===== src/rtl/add_sub_pkg.sv =====
// Shared types and constants for the sequential chunked adder/subtractor.
package add_sub_pkg;

   typedef enum logic [1:0] {
      IDLE = 2'd0,
      BUSY = 2'd1,
      DONE = 2'd2
   } state_t;

   localparam logic OP_ADD = 1'b0;
   localparam logic OP_SUB = 1'b1;

endpackage


===== src/rtl/add_sub_slice.sv =====
// Combinational CHUNK-bit ripple adder; also exposes the carry into its MSB
// so the parent can form signed overflow on the final chunk.
module add_sub_slice #(
   parameter int unsigned CHUNK = 4
) (
   input  logic [CHUNK-1:0] a,
   input  logic [CHUNK-1:0] b,
   input  logic             cin,
   output logic [CHUNK-1:0] sum,
   output logic             cout,
   output logic             cmsb
);

   logic [CHUNK:0] c;

   always_comb begin
      c    = '0;
      sum  = '0;
      c[0] = cin;
      for (int i = 0; i < int'(CHUNK); i++) begin
         sum[i]   = a[i] ^ b[i] ^ c[i];
         c[i+1]   = (a[i] & b[i]) | (c[i] & (a[i] ^ b[i]));
      end
      cout = c[CHUNK];
      cmsb = c[CHUNK-1];
   end

endmodule


===== src/rtl/add_sub_seq.sv =====
// Multi-cycle two's-complement adder/subtractor: one shared CHUNK-bit ripple
// slice walks the operands LSB-first, with valid/ready on both sides.
module add_sub_seq
   import add_sub_pkg::*;
#(
   parameter int unsigned WIDTH = 16,
   parameter int unsigned CHUNK = 4
) (
   input  logic             clk,
   input  logic             rst,
   input  logic             in_valid,
   output logic             in_ready,
   input  logic [WIDTH-1:0] in_a,
   input  logic [WIDTH-1:0] in_b,
   input  logic             in_op,
   input  logic             in_cin,
   output logic             out_valid,
   input  logic             out_ready,
   output logic [WIDTH-1:0] out_res,
   output logic             out_cout,
   output logic             out_ovf,
   output logic             out_zero,
   output logic             out_neg
);

   localparam int unsigned N  = WIDTH / CHUNK;
   localparam int unsigned KW = (N > 1) ? $clog2(N) : 1;

   generate
      if (WIDTH < 2 || (WIDTH % CHUNK) != 0) begin : g_bad_params
         $error("add_sub_seq: WIDTH must be >= 2 and a multiple of CHUNK");
      end
   endgenerate

   state_t           state;
   state_t           state_n;
   logic [KW-1:0]    k;
   logic [WIDTH-1:0] a_q;
   logic [WIDTH-1:0] b_q;
   logic [WIDTH-1:0] res_q;
   logic             c_q;

   logic [31:0]      off;
   logic [CHUNK-1:0] sl_a;
   logic [CHUNK-1:0] sl_b;
   logic [CHUNK-1:0] sl_sum;
   logic             sl_cout;
   logic             sl_cmsb;
   logic [WIDTH-1:0] res_n;
   logic             last;

   // Select the active chunk and merge the slice sum back into the result.
   assign off   = 32'(k) * CHUNK;
   assign sl_a  = CHUNK'(a_q >> off);
   assign sl_b  = CHUNK'(b_q >> off);
   assign res_n = (res_q & ~(WIDTH'({CHUNK{1'b1}}) << off)) | (WIDTH'(sl_sum) << off);
   assign last  = (k == KW'(N - 1));

   add_sub_slice #(
      .CHUNK (CHUNK)
   ) u_slice (
      .a    (sl_a),
      .b    (sl_b),
      .cin  (c_q),
      .sum  (sl_sum),
      .cout (sl_cout),
      .cmsb (sl_cmsb)
   );

   always_ff @(posedge clk) begin
      if (rst) state <= IDLE;
      else     state <= state_n;
   end

   always_comb begin
      state_n = state;
      unique case (state)
         IDLE:    if (in_valid)  state_n = BUSY;
         BUSY:    if (last)      state_n = DONE;
         DONE:    if (out_ready) state_n = IDLE;
         default:                state_n = IDLE;
      endcase
   end

   // Operand capture, chunk walk and registered result/flags.
   always_ff @(posedge clk) begin
      if (rst) begin
         k         <= '0;
         a_q       <= '0;
         b_q       <= '0;
         res_q     <= '0;
         c_q       <= 1'b0;
         in_ready  <= 1'b1;
         out_valid <= 1'b0;
         out_res   <= '0;
         out_cout  <= 1'b0;
         out_ovf   <= 1'b0;
         out_zero  <= 1'b0;
         out_neg   <= 1'b0;
      end else begin
         in_ready  <= (state_n == IDLE);
         out_valid <= (state_n == DONE);
         case (state)
            IDLE: begin
               if (in_valid) begin
                  a_q   <= in_a;
                  b_q   <= (in_op == OP_SUB) ? ~in_b : in_b;
                  c_q   <= in_cin;
                  res_q <= '0;
                  k     <= '0;
               end
            end
            BUSY: begin
               res_q <= res_n;
               c_q   <= sl_cout;
               k     <= k + KW'(1);
               if (last) begin
                  k        <= '0;
                  out_res  <= res_n;
                  out_cout <= sl_cout;
                  out_ovf  <= sl_cmsb ^ sl_cout;
                  out_zero <= (res_n == '0);
                  out_neg  <= res_n[WIDTH-1];
               end
            end
            default: ;
         endcase
      end
   end

endmodule


===== config.mk =====
export PLATFORM = sky130hd
export DESIGN_NAME = add_sub_seq
export DESIGN_NICKNAME = d
export VERILOG_FILES = /design/src/rtl/add_sub_pkg.sv /design/src/rtl/add_sub_slice.sv /design/src/rtl/add_sub_seq.sv
export SDC_FILE = /design/constraint.sdc
export NUM_CORES = 1
export LEC_CHECK = 0
export CORE_MARGIN = 4
export CORE_UTILIZATION = 50
export DETAILED_ROUTE_END_ITERATION = 8
export PLACE_DENSITY = 0.85
export SLEW_MARGIN = 5
export SYNTH_ARGS = -nofsm -noshare
export SYNTH_HDL_FRONTEND = slang
export SYNTH_SLANG_ARGS = --single-unit
export TNS_END_PERCENT = 30

===== constraint.sdc =====
create_clock -name clk -period 4.2 [get_ports clk]
set_clock_uncertainty 0.15 [all_clocks]
set_input_delay 0.84 -clock clk [delete_from_list [all_inputs] [get_ports clk]]
set_output_delay 0.84 -clock clk [all_outputs]
set_load 0.02 [all_outputs]

Word level (Yosys, flattened, before mapping)
Index checks and enable logic that the tools add are counted.
Word-level totals
  register bits after elaboration: 75
  logic and storage cells: 67
Cells by class
  add/sub/neg operators: 1
  equal/unequal tests: 5
  shift-type cells: 4
  mux-type cells: 12
  bitwise gates (word level): 25
  reductions and logical operators: 7
Operator list (count)
  16-bit two-way mux: 2
  16-bit inverter: 2
  16-bit case mux with 2 select lines: 1
  16-bit by 4-bit right shift with 4-bit output: 2
  16-bit bitwise AND: 1
  16-bit logical NOT: 1
  16-bit bitwise OR: 1
  4-bit by 4-bit << shifter with 16-bit output: 1
  4-bit by 4-bit << shifter with 16-bit output, first input constant: 1
  2-bit two-way mux: 5
  1-bit XOR: 9
  1-bit bitwise AND: 8
  2-bit == test, second input constant: 3
  2-bit case mux with 3 select lines: 1
  2-bit AND reduction: 3
  2-bit logical NOT: 2
  1-bit bitwise OR: 4
  2-bit case mux with 2 select lines: 1
  2-bit by 1-bit adder with 2-bit output, second input constant: 1
  2-bit by 1-bit == test with 1-bit output, second input constant: 1
  2-bit != test, second input constant: 1
  1-bit case mux with 2 select lines: 1
  2-bit nonzero test: 1
  1-bit two-way mux: 1

Longest topological paths before layout
Gate-level depths: netlist of the first run.
  depth in word-level cells: 12
  mapped depth: 14
  gate-level depth less buffers: 12

Modules after synthesis
From an unflattened synthesis of the first run, not the netlist that was laid out.
Second synthesis, totals
  cell total of the unflattened synthesis: 367
  area, all modules: 3193.1 um^2
Modules (own cells, without submodules)
  add_sub_seq: instances 1, cells an instance 355, area each 3083.0 um^2, seq. area each 1441.4 um^2
  add_sub_slice: instances 1, cells an instance 12, area each 110.1 um^2, seq. area each 0.0 um^2

Worst setup path before layout of the first run
No wires, ideal clock.
  kind: reg-to-reg
  start: register k[0]
  end: register out_zero
  library setup time: 0.069 ns
  arrival time: 3.373 ns
  setup slack: 0.608 ns
  cell stages (with the launch flop): 15
  period minus slack after synthesis: 3.592 ns
  cells stage by stage: dfxtp_1 > buf_4 > buf_4 > mux4_2 > inv_1 > fa_1 > inv_1 > fa_1 > inv_1 > fa_1 > fa_1 > a21bo_2 > o221ai_2 > or4_1 > o21ai_1
Between the ends
  longest elaborated chain between the ends: 12
Ends and longest elaborated chain
  start: declaration: RTL line add_sub_seq.sv:37  | logic [KW-1:0] k;
  start signal: assignment: RTL line add_sub_seq.sv:116  | k <= k + KW'(1);
  16-bit by 4-bit right shift with 4-bit output (on tied branches): RTL line add_sub_seq.sv:54, add_sub_seq.sv:55
  1-bit XOR: RTL line add_sub_slice.sv:21, add_sub_slice.sv:22
  1-bit bitwise AND: RTL line add_sub_slice.sv:22  | c[i+1] = (a[i] & b[i]) | (c[i] & (a[i] ^ b[i]));
  1-bit bitwise OR: RTL line add_sub_slice.sv:22
  1-bit bitwise AND: RTL line add_sub_slice.sv:22
  1-bit bitwise OR: RTL line add_sub_slice.sv:22
  1-bit bitwise AND: RTL line add_sub_slice.sv:22
  1-bit bitwise OR: RTL line add_sub_slice.sv:22
  1-bit XOR: RTL line add_sub_slice.sv:21  | sum[i] = a[i] ^ b[i] ^ c[i];
  4-bit by 4-bit << shifter with 16-bit output: RTL line add_sub_seq.sv:56  | assign res_n = (res_q & ~(WIDTH'({CHUNK{1'b1}}) << off)) | (WIDTH'(sl_sum) << off);
  16-bit bitwise OR: RTL line add_sub_seq.sv:56
  16-bit logical NOT: RTL line add_sub_seq.sv:122  | out_zero <= (res_n == '0);
  end signal: assignment: RTL line add_sub_seq.sv:122
  end: declaration: RTL line add_sub_seq.sv:22  | output logic out_zero,
Parallel ways exist; a longest one is shown, timed or not.
A chain may end at the register's enable or synchronous reset.

Worst setup path in the final report of the first run
Ends and elaborated chain as after synthesis.

==> results of run 1 <==
area by class of cell:
type / count / area [sq um] / share of cell area [%]
clock inverter: 3 / 18.8 / 0.468
tap: 77 / 96.3 / 2.40
timing repair buffer: 64 / 623 / 15.5
sequential: 71 / 1420 / 35.4
multi-input combinational: 248 / 1620 / 40.4
clock buffer: 12 / 155 / 3.87
inverter: 20 / 75.1 / 1.87
worst reg2reg max path: stages (launching register included):
cell	delay, ns
dfxtp_1	0.63
mux4_2	0.32
inv_1	0.05
fa_1	0.38
inv_1	0.07
fa_1	0.16
inv_1	0.05
fa_1	0.42
fa_1	0.61
a21bo_2	0.18
o221ai_2	0.09
or4_1	0.49
o21ai_1	0.15
report_power, final:
part	internal (mW)	total, mW	leakage, nW	switching [mW]
Combinational	0.116	0.243	0.736	0.127
Clock	0.243	0.487	0.0922	0.245
Sequential	0.704	0.724	0.579	0.0204
Total	1.06	1.45	1.41	0.392
flip-flops by register name, indices dropped and copies added (netlist names), 2 cells and up:
signal / cells
a_q: 16
out_res: 16
k: 2
b_q: 16
state: 2
res_q: 13
Yosys cell counts, types with 3 or more instances:
master,number
dfxtp_1,71
nor2_1,61
nand2_1,39
a21oi_1,28
a211oi_1,23
inv_1,19
xnor2_1,17
clkbuf_1,12
nor3_1,12
buf_2,10
a22oi_1,9
mux4_2,8
a2bb2oi_1,5
buf_4,5
fa_1,4
ha_1,4
nor2b_1,4
nor3b_1,3
o22ai_1,3
per-stage QoR:
stage	area (sq um)	total power, mW	setup WS [ns]	instances	hold slack (ns)
after CTS	4010	1.47	0.342	495	0.306
after detailed placement	3840	0.980	0.382	480	0.297
after floorplan	3260	0.902	0.608	367	0.277
final	4010	1.45	0.353	495	0.306
after global placement	3840	0.972	0.564	480	0.285
after global routing	4010	1.52	0.161	495	0.327
worst paths after layout:
| kind | from | endpoint | slack [ns] | cells past startpoint |
|---|---|---|---|---|
| max | k[0]$_SDFFE_PP0P_ | out_zero$_SDFFE_PP0P_ | 0.35 | 12 |
| min | out_res[13]$_SDFFE_PP0P_ | out_res[13]$_SDFFE_PP0P_ | 0.31 | 2 |
| max reg2reg | k[0]$_SDFFE_PP0P_ | out_zero$_SDFFE_PP0P_ | 0.35 | 12 |
| min reg2reg | out_res[13]$_SDFFE_PP0P_ | out_res[13]$_SDFFE_PP0P_ | 0.31 | 2 |
metal layers:
layer | GRT usage (%) | vias to the layer above | wire length, um
met5 | 0 | - | 0
met4 | 9.07 | 0 | 140
met3 | 4.84 | 11 | 508
met2 | 33.9 | 111 | 3580
met1 | 22.9 | 1226 | 2950
li1 | - | 1352 | -
logic make-up (layout without fill, tap and decap cells):
kind of cell,Yosys count,count (layout),synth area share (%)
muxes,8,8,5.53
and+or+nand+nor,132,132,17.8
xor gates and xnor gates,17,17,4.57
AOI/OAI and AO/OA,83,83,17.7
DFF,71,71,43.7
adders and majority gates,8,8,4.00
buffers and inverters,48,99,6.73
==> out/qor.txt, run 1 <==
Slew headroom = 43.9%
Synth Cell Area = 3260 sq um
Largest net degree at the start of global routing = 71
Post-synthesis sequential area ratio = 43.7%
CP peak stage delay = 0.63 ns
Crit path max fanout = 8
Layout cells sized above 1 = 8.85%
Hold Vio Cnt, Final = 0
Final setup vio count = 0
Nature of the critical path startpoint = register
Gr ovfl total = 0
Post-synth EDFFs = 0
DRT Pass-1 Iters = 4
Min-Delay Path Class = reg -> reg
Die Ht = 88.7 um
Worst-skew pair later-pin latency = 0.35 ns
Vias per Instance = 5.45
Area contributors post-synth = dfxtp_1 44%, nor2_1 7.0%, mux4_2 5.5%
Synthesized area per cell = 8.87 sq um
Root Buffer Master = clkbuf_8
# H-tree levels = 3
Final min period = 3.85 ns
DP Wirelength = 5070 um
Leakage power = 1.41 nW
Mapped Cells = 367
Crit path buffers/inverters = 3
DIE WIDTH = 88.7 um
GRT Overall Usage = 19.7%
Remaining DRCs = 0
Port bufs = 59
First-pass GRT wire length = 11900 um
Vias in the first global route = 2679
Core Area = 6350 sq um
Fin util = 63.2%
Async S/R FF share, synth = 0%
Initial Utilization = 51.3%
Routed wire per std cell = 14.5 um
CTS tree = yes
Dominant synthesized flop cell = dfxtp_1
Max cap viols = 0
Worst ir drop on vdd = 0.192 mV
Die ar. = 7870 sq um
Cell accounting for the most synthesized area = dfxtp_1
Worst Path Required = 4.32 ns
Pins Over Slew Limit = 0
Status = finished, final reports clean
Worst slew pin tran = 0.840 ns
CP most frequent cell = fa_1
Post-DRT Antenna Nets = 0
Synth Register Bits = 71
Nets = 460
Layout area overhead = 23.2%
CTS clock-pin slew for the worst setup and hold paths = 0.07 ns
Slowest CP cell = dfxtp_1
P per Cell Area = 363 nW/um^2
Tcrit/Tclk final = 91.6%
Commonest non-fill, non-tap cell in the layout = dfxtp_1
CTS Buffer Depth = 2
WP data arrival = 3.96 ns
Fmax = 0.260 GHz
Total negative setup slack = 0 ns
Most frequent cells in the layout = 71 x dfxtp_1, 61 x nor2_1, 58 x clkdlybuf4s50_1, 39 x nand2_1, 28 x a21oi_1
Clk sinks = 71
Critical path cell sequence = mux4_2 -> inv_1 -> fa_1 -> inv_1 -> fa_1 -> inv_1 -> fa_1 -> fa_1 -> a21bo_2 -> o221ai_2 -> or4_1 -> o21ai_1
Post-CTS sizing = 0
Post-CTS Hold Buffers = 0
Routability congestion estimate = 0.887
Unrepaired setup endpoints after global routing = false
Synth top area share = 43.7%
Io pins = 60
Synthesis Warnings = 0
CP endpoint kind = register
Post-synthesis cell type count = 43
Top delay family on crit path = adder cells
Initial antenna violation count = 0
CTS Buf Count = 9
DR vias = 2700
Ant diodes = 0
Setup CP Type = reg -> reg
Syn nets = 413
Post-CTS Setup Inserts = 0
FP Rows = 29
Final WL = 7180 um
Filler cell count = 525
Drt initial violations = 191
(Power assumes the default switching activity.)
==> run 2: changes to the inputs <==
Settings changed: MAX_ROUTING_LAYER set to met4.
==> run 2 against run 1 <==
  * Critical path type unchanged
  * Sequential power barely moved
  * Non-clock buffer count did not move
  * Largest cell class unchanged
  * Final cell count did not move
  * Wire length fell by 0.47%
==> out/qor.txt, run 2 (synthesized netlist as in run 1, its figures left out) <==
Layout area overhead = 23.2%
Die ar. = 7870 sq um
Largest regs = a_q: 16 flops, b_q: 16 flops, out_res: 16 flops
Psw = 0.392 mW
Final setup vio count = 0
Fmax = 0.260 GHz
FP Rows = 29
Worst-skew pair later-pin latency = 0.35 ns
Max cap viols = 0
Root Buffer Master = clkbuf_8
Worst ir drop on vdd = 0.192 mV
Io pins = 60
CTS Buffer Depth = 2
Crit path max fanout = 8
Internal reg-to-reg setup slack = 0.36 ns
Pins Over Slew Limit = 0
Total negative setup slack = 0 ns
Layout cells sized above 1 = 8.85%
Clk sinks = 71
Clk pwr share = 33.5%
CP endpoint kind = register
Fin util = 63.2%
Port bufs = 59
Initial Utilization = 51.3%
DP Wirelength = 5070 um
P per Cell Area = 363 nW/um^2
First-pass GRT wire length = 11900 um
Min-Delay Path Class = reg -> reg
Unrepaired setup endpoints after global routing = false
Post-CTS Setup Inserts = 0
DR vias = 2678
Largest net degree at the start of global routing = 71
Filler cell count = 525
# H-tree levels = 3
CTS Buf Count = 9
Post-CTS Hold Buffers = 0
Gr ovfl total = 0
GRT Overall Usage = 20.3%
Drt initial violations = 182
Final WL = 7140 um
Commonest non-fill, non-tap cell in the layout = dfxtp_1
CTS tree = yes
Post-CTS sizing = 0
Nets = 460
Internal power = 1.06 mW
DIE WIDTH = 88.7 um
WP data arrival = 3.96 ns
Routed wire per std cell = 14.4 um
Nature of the critical path startpoint = register
Comb pwr share = 16.7%
Most frequent cells in the layout = 71 x dfxtp_1, 61 x nor2_1, 58 x clkdlybuf4s50_1, 39 x nand2_1, 28 x a21oi_1
Routability congestion estimate = 0.902
Slew headroom = 44.9%
Core Area = 6350 sq um
CTS clock-pin slew for the worst setup and hold paths = 0.07 ns
Setup CP Type = reg -> reg
Reg power frac = 49.8%
Vias in the first global route = 2677
Worst Path Required = 4.32 ns
Remaining DRCs = 0
Post-DRT Antenna Nets = 0
Switching Fraction = 27.0%
Die Ht = 88.7 um
Vias per Instance = 5.41
Initial antenna violation count = 0
Final min period = 3.84 ns
Ant diodes = 0
Status = finished, final reports clean
Hold Vio Cnt, Final = 0
DRT Pass-1 Iters = 4
Tcrit/Tclk final = 91.5%
Leakage power = 1.41 nW
Worst slew pin tran = 0.824 ns
==> run 2: cell counts in the layout (fill, tap and decap cells not counted) <==
Identical to the previous run, type by type.
==> run 2: critical path, cell delays in order, from the launching register on <==
cell and delay (ns):
dfxtp_1 0.63, mux4_2 0.32, inv_1 0.05, fa_1 0.38, inv_1 0.07, fa_1 0.16
inv_1 0.05, fa_1 0.42, fa_1 0.61, a21bo_2 0.18, o221ai_2 0.09, or4_1 0.50
o21ai_1 0.15
==> run 2: worst paths after layout <==
path                            startpoint                  endpoint  cells after the start
setup / recovery         k[0]$_SDFFE_PP0P_     out_zero$_SDFFE_PP0P_                     12
hold / removal    out_res[13]$_SDFFE_PP0P_  out_res[13]$_SDFFE_PP0P_                      2
setup reg to reg         k[0]$_SDFFE_PP0P_     out_zero$_SDFFE_PP0P_                     12
hold reg to reg   out_res[13]$_SDFFE_PP0P_  out_res[13]$_SDFFE_PP0P_                      2
==> run 2: metal layers <==
| layer | global-route usage [%] | vias up | wire (um) |
|---|---|---|---|
| li1 | - | 1349 | - |
| met4 | 9.07 | 0 | 138 |
| met1 | 22.9 | 1213 | 3000 |
| met3 | 4.84 | 11 | 462 |
| met5 | - | - | 0 |
| met2 | 34.0 | 105 | 3540 |
==> run 2: area by class of cell <==
cell class	count	area, sq um	area share (%)
flip-flops and latches	71	1420	35.4
clock inverters	3	18.8	0.468
inverters	20	75.1	1.87
clock buffers	12	155	3.87
multi-input cells	248	1620	40.4
well taps	77	96.3	2.40
repair buffers	64	623	15.5
==> run 2: power by group through the flow <==
| stage | clock network [mW] | registers (mW) | logic [mW] |
|---|---|---|---|
| 2_1_floorplan | 0 | 0.731 | 0.171 |
| 3_3_place_gp | 0 | 0.738 | 0.234 |
| 3_5_place_dp | 0 | 0.740 | 0.240 |
| 4_1_cts | 0.500 | 0.724 | 0.241 |
| 5_1_grt | 0.522 | 0.728 | 0.268 |
| 6_report | 0.487 | 0.724 | 0.243 |
==> run 2: per-stage QoR <==
step                power, mW  hold slack [ns]  worst slack [ns]  std cells  instance area [sq um]
floorplan               0.902            0.277             0.608        367                   3260
global placement        0.972            0.285             0.564        480                   3840
detailed placement      0.980            0.297             0.382        480                   3840
CTS                      1.47            0.306             0.342        495                   4010
global route             1.52            0.327             0.159        495                   4010
finish                   1.45            0.306             0.356        495                   4010
